<file path="config.mk">
export PLATFORM = sky130hd
export DESIGN_NAME = serial_subtractor_flat
export DESIGN_NICKNAME = d
export VERILOG_FILES = /design/src/rtl/serial_subtractor_if.sv /design/src/rtl/serial_subtractor.sv /design/src/flat_wrapper.sv
export SDC_FILE = /design/constraint.sdc
export NUM_CORES = 1
export LEC_CHECK = 0
export CORE_AREA = 3 3 61 63
export DETAILED_ROUTE_END_ITERATION = 7
export DIE_AREA = 0 0 64 66
export PLACE_DENSITY = 0.8
export SLEW_MARGIN = 20
export SYNTH_ARGS = -nofsm -noshare
export SYNTH_HDL_FRONTEND = slang
export SYNTH_SLANG_ARGS = --single-unit
</file>
<file path="constraint.sdc">
create_clock -name clk -period 2.69 [get_ports clk]
set_input_delay 0.269 -clock clk [delete_from_list [all_inputs] [get_ports clk]]
set_output_delay 0.269 -clock clk [all_outputs]
set_load 0.02 [all_outputs]
</file>
<file path="src/rtl/serial_subtractor_if.sv">
// rtl/serial_subtractor_if.sv - start/done operand and result bundle for serial_subtractor; mode signal present only with SERSUB_ADD_MODE_EN
interface serial_subtractor_if #(
    parameter int WIDTH = 8
);
    logic             start;
    logic [WIDTH-1:0] a;
    logic [WIDTH-1:0] b;
    logic             bin;
    logic             busy;
    logic             done;
    logic [WIDTH-1:0] diff;
    logic             bout;
`ifdef SERSUB_ADD_MODE_EN
    logic             mode;

    modport master (output start, a, b, bin, mode, input busy, done, diff, bout);
    modport slave  (input start, a, b, bin, mode, output busy, done, diff, bout);
`else
    modport master (output start, a, b, bin, input busy, done, diff, bout);
    modport slave  (input start, a, b, bin, output busy, done, diff, bout);
`endif
endinterface

</file>
<file path="src/rtl/serial_subtractor.sv">
// rtl/serial_subtractor.sv - bit-serial WIDTH-bit a-b-bin, LSB first; SERSUB_ADD_MODE_EN adds a mode input selecting a+b+cin
module serial_subtractor #(
    parameter int WIDTH = 8
) (
    input logic                clk,
    input logic                rst_n,
    serial_subtractor_if.slave bus
);
    localparam int CNT_W = $clog2(WIDTH) + 1;

    typedef enum logic [1:0] {
        S_IDLE  = 2'd0,
        S_SHIFT = 2'd1,
        S_DONE  = 2'd2
    } state_t;

    state_t           state;
    state_t           state_next;

    logic [WIDTH-1:0] a_sr;
    logic [WIDTH-1:0] b_sr;
    logic [WIDTH-1:0] res_sr;
    logic             br;
    logic [CNT_W-1:0] cnt;
    logic [WIDTH-1:0] diff_q;
    logic             bout_q;

    logic             a0;
    logic             b0;
    logic             d;
    logic             br_next;
    logic             last_bit;
    logic             add_sel;

`ifdef SERSUB_ADD_MODE_EN
    logic             mode_q;

    always_ff @(posedge clk or negedge rst_n) begin
        if (!rst_n) begin
            mode_q <= 1'b0;
        end else if (state == S_IDLE && bus.start) begin
            mode_q <= bus.mode;
        end
    end

    assign add_sel = mode_q;
`else
    assign add_sel = 1'b0;
`endif

    // One-bit slice: br is a borrow when subtracting and a carry when adding.
    always_comb begin
        a0 = a_sr[0];
        b0 = b_sr[0];
        d  = a0 ^ b0 ^ br;
        if (add_sel) begin
            br_next = (a0 & b0) | (br & (a0 ^ b0));
        end else begin
            br_next = (~a0 & b0) | (~(a0 ^ b0) & br);
        end
    end

    assign last_bit = (cnt == CNT_W'(WIDTH - 1));

    always_ff @(posedge clk or negedge rst_n) begin
        if (!rst_n) begin
            state <= S_IDLE;
        end else begin
            state <= state_next;
        end
    end

    always_comb begin
        state_next = state;
        case (state)
            S_IDLE:  if (bus.start) state_next = S_SHIFT;
            S_SHIFT: if (last_bit)  state_next = S_DONE;
            S_DONE:  state_next = S_IDLE;
            default: state_next = S_IDLE;
        endcase
    end

    always_comb begin
        bus.busy = (state == S_SHIFT);
        bus.done = (state == S_DONE);
        bus.diff = diff_q;
        bus.bout = bout_q;
    end

    // Operands are captured at acceptance so the inputs may change mid-operation.
    always_ff @(posedge clk or negedge rst_n) begin
        if (!rst_n) begin
            a_sr   <= '0;
            b_sr   <= '0;
            res_sr <= '0;
            br     <= 1'b0;
            cnt    <= '0;
            diff_q <= '0;
            bout_q <= 1'b0;
        end else begin
            case (state)
                S_IDLE: begin
                    if (bus.start) begin
                        a_sr <= bus.a;
                        b_sr <= bus.b;
                        br   <= bus.bin;
                        cnt  <= '0;
                    end
                end
                S_SHIFT: begin
                    a_sr   <= a_sr >> 1;
                    b_sr   <= b_sr >> 1;
                    res_sr <= {d, res_sr[WIDTH-1:1]};
                    br     <= br_next;
                    cnt    <= cnt + CNT_W'(1);
                    if (last_bit) begin
                        diff_q <= {d, res_sr[WIDTH-1:1]};
                        bout_q <= br_next;
                    end
                end
                default: begin
                end
            endcase
        end
    end
endmodule

</file>
<file path="src/flat_wrapper.sv">
// flat-port wrapper written by rule: the top's interface ports become plain ports
module serial_subtractor_flat 
#(
    parameter int WIDTH = 8
)
  (clk, rst_n, bus_start, bus_a, bus_b, bus_bin, bus_busy, bus_done, bus_diff, bus_bout);
  serial_subtractor_if #(.WIDTH(WIDTH)) bus_i ();
  input logic clk;
  input logic rst_n;
  input wire logic [$bits(bus_i.start)-1:0] bus_start;
  input wire logic [$bits(bus_i.a)-1:0] bus_a;
  input wire logic [$bits(bus_i.b)-1:0] bus_b;
  input wire logic [$bits(bus_i.bin)-1:0] bus_bin;
  output wire logic [$bits(bus_i.busy)-1:0] bus_busy;
  output wire logic [$bits(bus_i.done)-1:0] bus_done;
  output wire logic [$bits(bus_i.diff)-1:0] bus_diff;
  output wire logic [$bits(bus_i.bout)-1:0] bus_bout;
  assign bus_i.start = bus_start;
  assign bus_i.a = bus_a;
  assign bus_i.b = bus_b;
  assign bus_i.bin = bus_bin;
  assign bus_busy = bus_i.busy;
  assign bus_done = bus_i.done;
  assign bus_diff = bus_i.diff;
  assign bus_bout = bus_i.bout;
  serial_subtractor #(.WIDTH(WIDTH)) u_core (.clk(clk), .rst_n(rst_n), .bus(bus_i));
endmodule
</file>
# Word-level counts from Yosys, hierarchy flattened
# Cells that the tools add are included.
# totals
out_inout_bits,11
inputBits,20
reg_bits,40
elab_cells,37
# classes
n_reduce_logical,5
muxes,11
n_eq_ne,5
n_addsub,1
bitwise_logic,7
# op_table
op,n
$pmux W8 S2,2
$mux W8,2
$pmux W4 S2,1
$reduce_and A2 Y1,3
$add A4 B1 Y4 const B,1
$eq A4 B3 Y1 const B,1
$mux W2,2
$mux W4,1
$pmux W2 S2,1
$and A1 B1 Y1,2
$eq A2 B1 Y1 const B,1
$eq A2 B2 Y1 const B,1
$logic_not A2 Y1,1
$ne A2 B1 Y1 const B,1
$ne A2 B2 Y1 const B,1
$not A1 Y1,2
$pmux W1 S2,1
$reduce_bool A2 Y1,1
$xor A1 B1 Y1,2
$mux W1,1
$or A1 B1 Y1,1

# Logic depth before layout (Yosys ltp)
# Gate-level depths: netlist of the first run.
# depth
word_depth,5
depth_mapped,5
ltp_nobuf,4

# Least setup slack after synthesis of the first run
# No wires, ideal clock.
# synth_path
kind,register to output
start,register u_core.state[1]
end,output bus_done
setup_slack_ps,1166
n_path_buf,2
t_required_ps,2421
t_arrival_ps,1255
path_stages_with_launch,4
path_cell_list,dfrtp_1 > clkbuf_1 > clkbuf_1 > nor2b_1
# synth_between
elab_chain_cells,1
# synth_lines
item,line_no,text
"start, declared",serial_subtractor.sv:17,state_t state;
"start signal, assigned",serial_subtractor.sv:69,state <= state_next;
$eq A2 B2 Y1,serial_subtractor.sv:85,bus.done = (state == S_DONE);
"end, declared",flat_wrapper.sv:15,output wire logic [$bits(bus_i.done)-1:0] bus_done;
# No other way between the ends.

# Final worst setup path of the first run
# layout_path
start,register u_core.state[0]
end,output bus_busy
# layout_between
elab_chain_cells,1
# layout_lines
item,line_no,text
$eq A2 B1 Y1,serial_subtractor.sv:84,bus.busy = (state == S_SHIFT);
"end, declared",flat_wrapper.sv:14,output wire logic [$bits(bus_i.busy)-1:0] bus_busy;
# No other way between the ends.

==> summary.txt, run 1 <==
Logic synthesis
  • Number of synthesized register bits: 39
  • Syn_nets: 190
  • Syn_area_per_cell: 10.4 um^2
  • Async S/R FF share, synth: 100%
  • Ys Warns: 0
  • Post-Syn Area: 1750 um^2
  • Post-synthesis sequential area ratio: 55.7%
  • Top_reg_cell synth: dfrtp_1
  • Post-synthesis cell type count: 23
  • Post-synth EDFFs: 0
  • Synthesized instance count: 168

Clocking
  • CTS resizes: 0
  • Clock Latency Late Sink: 0.34 ns
  • H-tree depth: 2
  • CTS Sinks: 39
  • CTS max path bufs: 2
  • Root buffer cell: clkbuf_4
  • Setup bufs post-CTS: 0
  • CTS Buf Count: 5
  • Reg clk slew, reported paths: 0.11 ns
  • CTS Hold Bufs: 0
  • CTS tree: yes

Final layout
  • Share of cells above drive strength 1: 11.9%
  • Diodes inserted: 0
  • Area Growth Syn to Fin: 25.1%
  • Layout net count: 223

Drt
  • DR iter-0 viols: 94
  • Drt via density: 5.41
  • Post-route DRC: 0
  • Routed Antenna Nets: 0
  • Total iterations of the first detailed-routing run: 4
  • Wire per inst: 14.5 um
  • Vias: 1341
  • Final WL: 3.59 mm

GRT
  • Initial antenna violation count: 0
  • Total Routing Usage GR: 19.0%
  • Pin count of the biggest net entering global routing: 40
  • Vias in the first global route: 1411
  • GRT Residual Overflow: 0
  • First-pass GRT wire length: 6.33 mm

Setup path
  • Worst Path Buf+Inv: 2
  • Worst setup path class: reg2out
  • Worst path max stage delay: 0.61 ns
  • Slowest cell on crit path: clkdlybuf4s50_1
  • Crit start category: register
  • Setup crit end kind: output pin
  • R2R setup slack: 0.91 ns
  • Worst path top cell family by delay: buffers and inverters
  • Worst Path Arrival: 1.85 ns
  • Worst path required time: 2.42 ns
  • CP max FO: 12
  • Cell Chain, Critical Path: nand2b_2, inv_1, clkdlybuf4s50_1

Power and ir drop
  • Leakage: 0.965 nW
  • Peak VDD IR: 714 uV
  • PwrDens: 1110 nW/um^2

STA
  • Setup violations, final: 0
  • Period utilization: 78.8%
  • Fin crit period: 2.12 ns
  • Fin. Hold Viols: 0
  • Slew headroom: 43.8%
  • Final setup margin: 0.572 ns
  • Skew final: 0.0143 ns
  • Least-Margin Pin Slew: 0.843 ns
  • Slew Limit Fails: 0
  • RSZ-0062 raised after global routing: false
  • Setup TNS: 0 ns
  • Fmax: 472 MHz

Die
  • Core Footprint: 3280 um^2
  • Die width: 64 um
  • DIE HEIGHT: 66 um
  • Die footprint: 4220 um^2
  • Top-Level Pins: 31
  • # rows: 21
  • Initial Util: 53.4%

Placement
  • Pre-CTS WS: 0.907 ns
  • Post-DP HPWL: 2.48 mm
  • GP Congestion: 0.740
  • I/O Buffers: 30

Outcome
  • Status: finished clean

Run
  • Max-cap violations: 0

Worst hold path
  • Worst Hold Class: in2async
worst reg2reg max path: cells and delay by family (launching register included):
family,cells,cell delay (ns)
mux,1,0.40
flops,1,0.54
simple gates,2,0.74
cell usage after synthesis, drive strengths merged (2+ instances only):
| cell type | number | area [um^2] |
|---|---|---|
| mux2 | 8 | 90.1 |
| and3b | 2 | 17.5 |
| inv | 4 | 15.0 |
| a21oi | 16 | 80.1 |
| clkbuf | 8 | 30.0 |
| nand3 | 2 | 10.0 |
| a22o | 2 | 17.5 |
| mux2i | 2 | 20.0 |
| a2bb2oi | 3 | 26.3 |
| nand2 | 28 | 105 |
| dfrtp | 39 | 976 |
| nor2b | 15 | 93.8 |
| o21ai | 18 | 90.1 |
| a22oi | 12 | 90.1 |
| nand2b | 2 | 15.0 |
cell families after synthesis:
logic type | after synthesis | share of synthesized area [%]
muxes | 10 | 6.28
adders and majority gates | 2 | 1.86
DFF | 39 | 55.7
and+or+nand+nor | 51 | 14.9
AOI/OAI and AO/OA | 53 | 18.3
buffers and inverters | 13 | 3.00
power by group:
group          internal (W)  switching, W  leakage [nW]  total (W)
Combinational      0.000477      0.000537         0.417    0.00101
Sequential         0.000836      0.000188         0.499    0.00102
Clock              0.000220      0.000184        0.0482   0.000403
Total               0.00153      0.000909         0.965    0.00244
stage by stage:
stage | utilization [%] | power, W | instance area, um^2 | instances | hold slack (ns)
final | 66.7 | 0.00244 | 2190 | 248 | 0.0212
after global routing | 66.7 | 0.00264 | 2190 | 248 | 0.0770
after CTS | 66.7 | 0.00247 | 2190 | 248 | 0.0426
after detailed placement | 64.1 | 0.00206 | 2110 | 240 | 0.422
after global placement | 64.1 | 0.00200 | 2110 | 240 | 0.411
after floorplan | - | 0.00168 | 1750 | 168 | -0.0266
per-layer routing:
| layer | GRT usage (%) | wire (um) | part of all wire, % |
|---|---|---|---|
| met1 | 23.5 | 1610 | 45 |
| met2 | 32.1 | 1800 | 50 |
| met3 | 5.27 | 171 | 4.8 |
| met4 | 6.20 | 15 | 0.42 |
| met5 | 0 | 0 | 0 |
layout make-up:
cell class	count	area, um^2
multi-input combinational	116	724
inverter	4	15.0
clock buffer	6	51.3
timing repair buffer	35	333
clock inverter	2	35.0
tap	46	57.6
sequential	39	976
fill	264	1090
sequential cells by signal (all words and copies together) (netlist names):
register / count
u_core.res_sr: 7
u_core.state: 2
u_core.bus.diff: 8
u_core.br: 1
u_core.cnt: 4
u_core.a_sr: 8
u_core.b_sr: 8
u_core.bus.bout: 1
cells in the final DEF (no fill, tap or decap), drive strengths merged, types with 2 or more instances in the layout:
cell,netlist,final
a21oi,16,16
clkdlybuf4s50,0,29
a22o,2,2
o21ai,18,18
nand3,2,2
inv,4,4
a22oi,12,12
dfrtp,39,39
clkbuf,8,6
nand2,28,28
nand2b,2,2
and3b,2,2
mux2i,2,2
nor2b,15,15
mux2,8,8
buf,1,6
a2bb2oi,3,3
worst paths after layout:
path	start	endpoint	cells after the start
hold / removal	rst_n	u_core.cnt[0]	1
setup / recovery	u_core.state[0]	bus_busy	3
min in group clk	u_core.res_sr[1]	u_core.res_sr[1]	2
setup reg to reg	u_core.state[0]	u_core.bus.diff[4]	3
max in group asynchronous	rst_n	u_core.bus.diff[6]	1
hold reg to reg	u_core.res_sr[1]	u_core.res_sr[1]	2
Power figures use the tool's default switching activity.
==> inputs of run 2 (changes only) <==
- CORE_AREA: 3 3 61 63 -> 3 3 66 68
- DIE_AREA: 0 0 64 66 -> 0 0 69 71
- PLACE_DENSITY: 0.8 -> 0.72
- clock period: 2.69 -> 1.8 ns (I/O delays scaled with it)
==> summary.txt, run 2 (same netlist as run 1, synthesis figures left out) <==
Placement
  • Post-DP HPWL: 2.65 mm (+7.1%)
  • GP Congestion: 0.839 (+13%)
  • I/O Buffers: 30 (unchanged)
  • Dpl cell area: 2130 um^2 (+0.95%)
  • Placed instance count: 246 (+2.5%)

Setup path
  • Setup crit end kind: register
  • Worst Path Arrival: 1.82 ns (-0.03 ns)
  • R2R depth: 4 (+1)
  • Worst path required time: 1.96 ns (-0.46 ns)
  • Crit Reg-Reg Endpoint: u_core.bus.diff[1]
  • Worst setup path class: reg2reg
  • Crit start category: register
  • R2R setup slack: 0.14 ns (-0.77 ns)
  • CP max FO: 10 (-2)
  • Worst R2R Start: u_core.cnt[0]

GRT
  • Met3 Usage GRT: 6.39% (+1.1 points)
  • Total Routing Usage GR: 17.1% (-1.9 points)
  • Vias in the first global route: 1416 (+0.35%)
  • GRT Residual Overflow: 0 (unchanged)
  • First-pass GRT wire length: 6.77 mm (+6.9%)
  • GR Util met1: 21.5% (-2.0 points)
  • M2 GR Usage: 28.5% (-3.6 points)
  • Most crowded layer after global routing: met2
  • Pin count of the biggest net entering global routing: 40 (unchanged)
  • Initial antenna violation count: 0 (unchanged)

Power and ir drop
  • Combinational power share: 43.0% (+1.5 points)
  • Design Power: 0.00365 W (+50%)
  • PwrDens: 1660 nW/um^2 (+49%)
  • Leakage: 0.973 nW (+0.78%)
  • Sw Ratio: 38.2% (+1.0 points)
  • Clock power share: 15.3% (-1.2 points)
  • Power Internal: 0.00226 W (+47%)
  • Peak VDD IR: 1030 uV (+44%)
  • Part of the power in registers: 41.8% (-0.2 points)
  • Switching power total: 0.00140 W (+54%)

Final layout
  • Diodes inserted: 0 (unchanged)
  • Most common cell after layout, fill and taps aside: dfrtp_1
  • Layout net count: 225 (+0.90%)
  • Most frequent cells in the layout: dfrtp_1 (38), nand2_1 (28), clkdlybuf4s50_1 (27)
  • Non-Filler Instances: 254 (+2.4%)
  • Share of cells above drive strength 1: 12.3% (+0.37 points)
  • Area Growth Syn to Fin: 25.8%
  • Final instance area: 2210 um^2 (+0.63%)

Clocking
  • Reg clk slew, reported paths: 0.08 ns (-0.03 ns)
  • CTS Sinks: 39 (unchanged)
  • CTS Buf Count: 5 (unchanged)
  • Setup bufs post-CTS: 0 (unchanged)
  • Root buffer cell: clkbuf_8
  • CTS Hold Bufs: 0 (unchanged)
  • CTS tree: yes
  • Clock Latency Late Sink: 0.29 ns (-0.05 ns)
  • CTS max path bufs: 2 (unchanged)
  • H-tree depth: 2 (unchanged)

STA
  • Fmax: 604 MHz
  • RSZ-0062 raised after global routing: false
  • Period utilization: 92.0%
  • WHS: -0.000952 ns (-0.0221 ns)
  • Skew final: 0.0101 ns (-0.00422 ns)
  • Slew Limit Fails: 0 (unchanged)
  • Fin. Hold Viols: 2 (+2)
  • Fin crit period: 1.66 ns
  • Setup TNS: 0 ns (unchanged)
  • Setup violations, final: 0 (unchanged)
  • Least-Margin Pin Slew: 0.852 ns (+0.00891 ns)
  • Slew headroom: 43.2% (-0.59 points)

Run
  • Max-cap violations: 0 (unchanged)

Drt
  • Final WL: 3.82 mm (+6.3%)
  • Vias: 1364 (+1.7%)
  • Post-route DRC: 0 (unchanged)
  • DR iter-0 viols: 101 (+7.4%)
  • Wire per inst: 15.0 um (+3.8%)
  • Total iterations of the first detailed-routing run: 4 (unchanged)
  • Drt via density: 5.37 (-0.69%)
  • Routed Antenna Nets: 0 (unchanged)

Die
  • Die width: 69 um (+7.8%)
  • Top-Level Pins: 31 (unchanged)
  • Initial Util: 44.8% (-8.6 points)
  • DIE HEIGHT: 71 um (+7.6%)
  • Core Footprint: 3910 um^2 (+19%)
  • # rows: 23 (+9.5%)
  • Die footprint: 4900 um^2 (+16%)

Worst hold path
  • Worst Hold Class: in2async

Outcome
  • Status: finished, violations left
  • Violated checks: negative hold slack
run 2: power by group through the flow:
| stage | Clock [W] | Sequential (W) | Combinational (W) |
|---|---|---|---|
| finish | 0.000558 | 0.00153 | 0.00157 |
| global route | 0.000632 | 0.00159 | 0.00174 |
| CTS | 0.000579 | 0.00153 | 0.00160 |
| detailed placement | 0 | 0.00154 | 0.00160 |
| global placement | 0 | 0.00151 | 0.00153 |
| floorplan | 0 | 0.00158 | 0.000923 |
run 2: layer usage:
| metal | up-vias | wire length (um) |
|---|---|---|
| met5 | - | 0 |
| met4 | 0 | 7 |
| met3 | 2 | 228 |
| met2 | 30 | 1910 |
| met1 | 677 | 1670 |
| li1 | 655 | - |
run 2: repair_timing:
| item | in CTS | in global routing |
|---|---|---|
| endpoints found under the setup margin | 2 | 0 |
| hold endpoints to repair | 0 | 0 |
| resized for setup | 3 | 0 |
run 2: how the worst max path moves through the flow:
stage	startpoint	end	depth (start not counted)
final	u_core.cnt[0]	u_core.bus.diff[1]	4
after global routing	u_core.cnt[0]	u_core.bus.diff[1]	4
after CTS	u_core.cnt[0]	u_core.bus.diff[1]	4
after detailed placement	u_core.cnt[0]	u_core.bus.diff[1]	4
after global placement	u_core.cnt[0]	u_core.bus.diff[7]	4
after floorplan	u_core.cnt[0]	u_core.bus.diff[0]	4
run 2: worst max-delay path: stages, from the launching register on:
cell and delay, ns:
dfrtp_1 0.39, ha_1 0.21, nand2_1 0.11, nor3_4 0.42, mux2_2 0.40
run 2: final cells by class:
cell class,count,area (um^2)
well taps,50,62.6
flip-flops and latches,39,977
fillers,363,1710
clock inverters,1,5.00
repair buffers,37,345
inverters,4,15.0
clock buffers,7,76.3
multi-input cells,116,724
run 2: metrics by stage:
| stage | util [%] | hold slack (ns) | worst slack (ns) |
|---|---|---|---|
| floorplan | - | -0.116 | 0.360 |
| global placement | 54.3 | 0.318 | 0.244 |
| detailed placement | 54.3 | 0.335 | 0.137 |
| CTS | 56.4 | 0.0183 | 0.127 |
| global route | 56.4 | 0.0520 | 0.0543 |
| finish | 56.4 | -0.000952 | 0.145 |
==> inputs of run 3 (changes only) <==
- CAP_MARGIN: unset -> 20
- CORE_AREA: 3 3 66 68 -> 3 3 77 79
- DIE_AREA: 0 0 69 71 -> 0 0 80 82
- PLACE_DENSITY: 0.72 -> 0.62
==> summary.txt, run 3 (same netlist as run 1, synthesis figures left out) <==
Placement
  • Pre-CTS WS: 0.184 ns (+0.0472 ns)
  • Post-DP HPWL: 2.64 mm (-0.36%)
  • GP Congestion: 0.747 (-11%)
  • I/O Buffers: 30 (unchanged)
  • Dpl cell area: 2180 um^2 (+2.4%)

Power and ir drop
  • Sw Ratio: 38.2% (-0.046 points)
  • Clock power share: 14.8% (-0.5 points)
  • Combinational power share: 43.9% (+0.9 points)
  • Leakage: 1.00 nW (+3.3%)
  • PwrDens: 1620 nW/um^2 (-2.1%)
  • Part of the power in registers: 41.3% (-0.5 points)
  • Switching power total: 0.00140 W (+0.28%)
  • Power Internal: 0.00227 W (+0.48%)
  • Peak VDD IR: 847 uV (-17%)

STA
  • Fin crit period: 1.64 ns (-0.0159 ns)
  • Fmax: 610 MHz (+0.97%)
  • Slew headroom: 62.6% (+19 points)
  • Period utilization: 91.1% (-0.88 points)
  • Setup violations, final: 0 (unchanged)
  • Setup TNS: 0 ns (unchanged)
  • RSZ-0062 raised after global routing: false
  • Fin. Hold Viols: 0 (-2)
  • Slew Limit Fails: 0 (unchanged)
  • Least-Margin Pin Slew: 0.560 ns (-0.292 ns)
  • Skew final: 0.00572 ns (-0.00440 ns)
  • Final setup margin: 0.161 ns (+0.0159 ns)

Drt
  • Final WL: 3.99 mm (+4.6%)
  • Post-route DRC: 0 (unchanged)
  • Wire per inst: 14.4 um (-4.4%)
  • Total iterations of the first detailed-routing run: 4 (unchanged)
  • Vias: 1375 (+0.81%)
  • Drt via density: 4.95 (-7.9%)
  • DR iter-0 viols: 84 (-17%)
  • Routed Antenna Nets: 0 (unchanged)

GRT
  • Total Routing Usage GR: 13.3% (-3.8 points)
  • Pin count of the biggest net entering global routing: 40 (unchanged)
  • Vias in the first global route: 1374 (-3.0%)
  • GRT Residual Overflow: 0 (unchanged)
  • Initial antenna violation count: 0 (unchanged)
  • First-pass GRT wire length: 6.64 mm (-1.8%)

Setup path
  • Slowest cell on crit path: nor3_4
  • Crit start category: register
  • Worst Path Arrival: 1.81 ns (about the same)
  • Worst R2R Start: u_core.cnt[0]
  • R2R depth: 4 (unchanged)
  • R2R setup slack: 0.16 ns (+0.02 ns)
  • Worst path required time: 1.97 ns (about the same)
  • Cell Chain, Critical Path: ha_1, nand2_1, nor3_4, mux2_2
  • Crit Reg-Reg Endpoint: u_core.bus.diff[1]
  • CP max FO: 10 (unchanged)
  • Worst Setup EP: u_core.bus.diff[1]
  • Worst path max stage delay: 0.41 ns (about the same)
  • Worst setup path class: reg2reg
  • Critical path origin: u_core.cnt[0]
  • Setup crit end kind: register

Clocking
  • Root buffer cell: clkbuf_8
  • Clock Latency Late Sink: 0.29 ns (about the same)
  • CTS tree: yes
  • CTS Sinks: 39 (unchanged)
  • CTS Buf Count: 5 (unchanged)
  • CTS max path bufs: 2 (unchanged)
  • Reg clk slew, reported paths: 0.07 ns (about the same)
  • H-tree depth: 2 (unchanged)
  • Setup bufs post-CTS: 0 (unchanged)

Die
  • # rows: 27 (+17%)
  • Top-Level Pins: 31 (unchanged)
  • Initial Util: 32.4% (-12 points)
  • DIE HEIGHT: 82 um (+15%)
  • Core Footprint: 5410 um^2 (+38%)
  • Die width: 80 um (+16%)
  • Die footprint: 6560 um^2 (+34%)

Worst hold path
  • Worst Hold Class: in2async

Final layout
  • Area Growth Syn to Fin: 29.1%
  • Share of cells above drive strength 1: 12.6% (+0.37 points)
  • Diodes inserted: 0 (unchanged)
  • Final Util: 41.9% (-14 points)
  • Most frequent cells in the layout: dfrtp_1 (39), nand2_1 (28), clkdlybuf4s50_1 (27)
  • Final instance area: 2260 um^2 (+2.6%)
  • Most common cell after layout, fill and taps aside: dfrtp_1
  • # fillers: 531 (+46%)
  • Layout net count: 229 (+1.8%)

Outcome
  • Status: finished clean

Run
  • Max-cap violations: 0 (unchanged)
==> run 3: how the worst min path moves through the flow <==
stage,startpoint,end,slack [ns],cells past startpoint
6_report,rst_n,u_core.bus.diff[7],0.48,3
5_1_grt,rst_n,u_core.bus.bout,0.52,3
4_1_cts,rst_n,u_core.bus.bout,0.49,3
3_5_place_dp,rst_n,u_core.bus.diff[5],0.27,2
3_3_place_gp,rst_n,u_core.bus.diff[7],0.27,2
2_1_floorplan,rst_n,u_core.a_sr[0],-0.12,0
==> run 3: worst max-delay path: cells and delay by family (launching register included) <==
family                     cells  cell delay [ns]
DFF                            1             0.39
and+or+nand+nor                2             0.52
adders and majority gates      1             0.21
muxes                          1             0.40
==> run 3: power by group through the flow <==
stage / Clock [W] / Combinational (W) / Sequential [W]
2_1_floorplan: 0 / 0.000923 / 0.00158
3_3_place_gp: 0 / 0.00158 / 0.00152
3_5_place_dp: 0 / 0.00163 / 0.00153
4_1_cts: 0.000566 / 0.00164 / 0.00152
5_1_grt: 0.000601 / 0.00183 / 0.00157
6_report: 0.000542 / 0.00161 / 0.00152
==> run 3: repair_timing <==
item | CTS | global route
setup endpoints to repair | 0 | 2
resized for setup | 0 | 2
hold endpoints to repair | 39 | 0
hold buffers | 1 | 0
==> run 3: through the flow <==
step | total power, W | hold WS (ns) | instances
after floorplan | 0.00250 | -0.116 | 168
after global placement | 0.00310 | 0.265 | 271
after detailed placement | 0.00315 | 0.271 | 271
after CTS | 0.00372 | 0.485 | 278
after global routing | 0.00400 | 0.521 | 278
final | 0.00367 | 0.477 | 278
==> run 3: metal layers <==
layer	routed length (um)	GRT usage (%)	vias to the layer above
li1	-	-	658
met5	0	0	-
met1	1830	17.1	674
met2	1860	21.2	39
met3	257	4.71	4
met4	47	4.05	0
==> run 3: layout make-up <==
cell class                      instances  area [um^2]  share of cell area (%)
Tap cell                               72         90.1                    3.98
Multi-Input combinational cell        116          724                    32.0
Clock buffer                            6         72.6                    3.21
Inverter                                4         15.0                   0.663
Sequential cell                        39          976                    43.1
Timing Repair Buffer                   41          385                    17.0
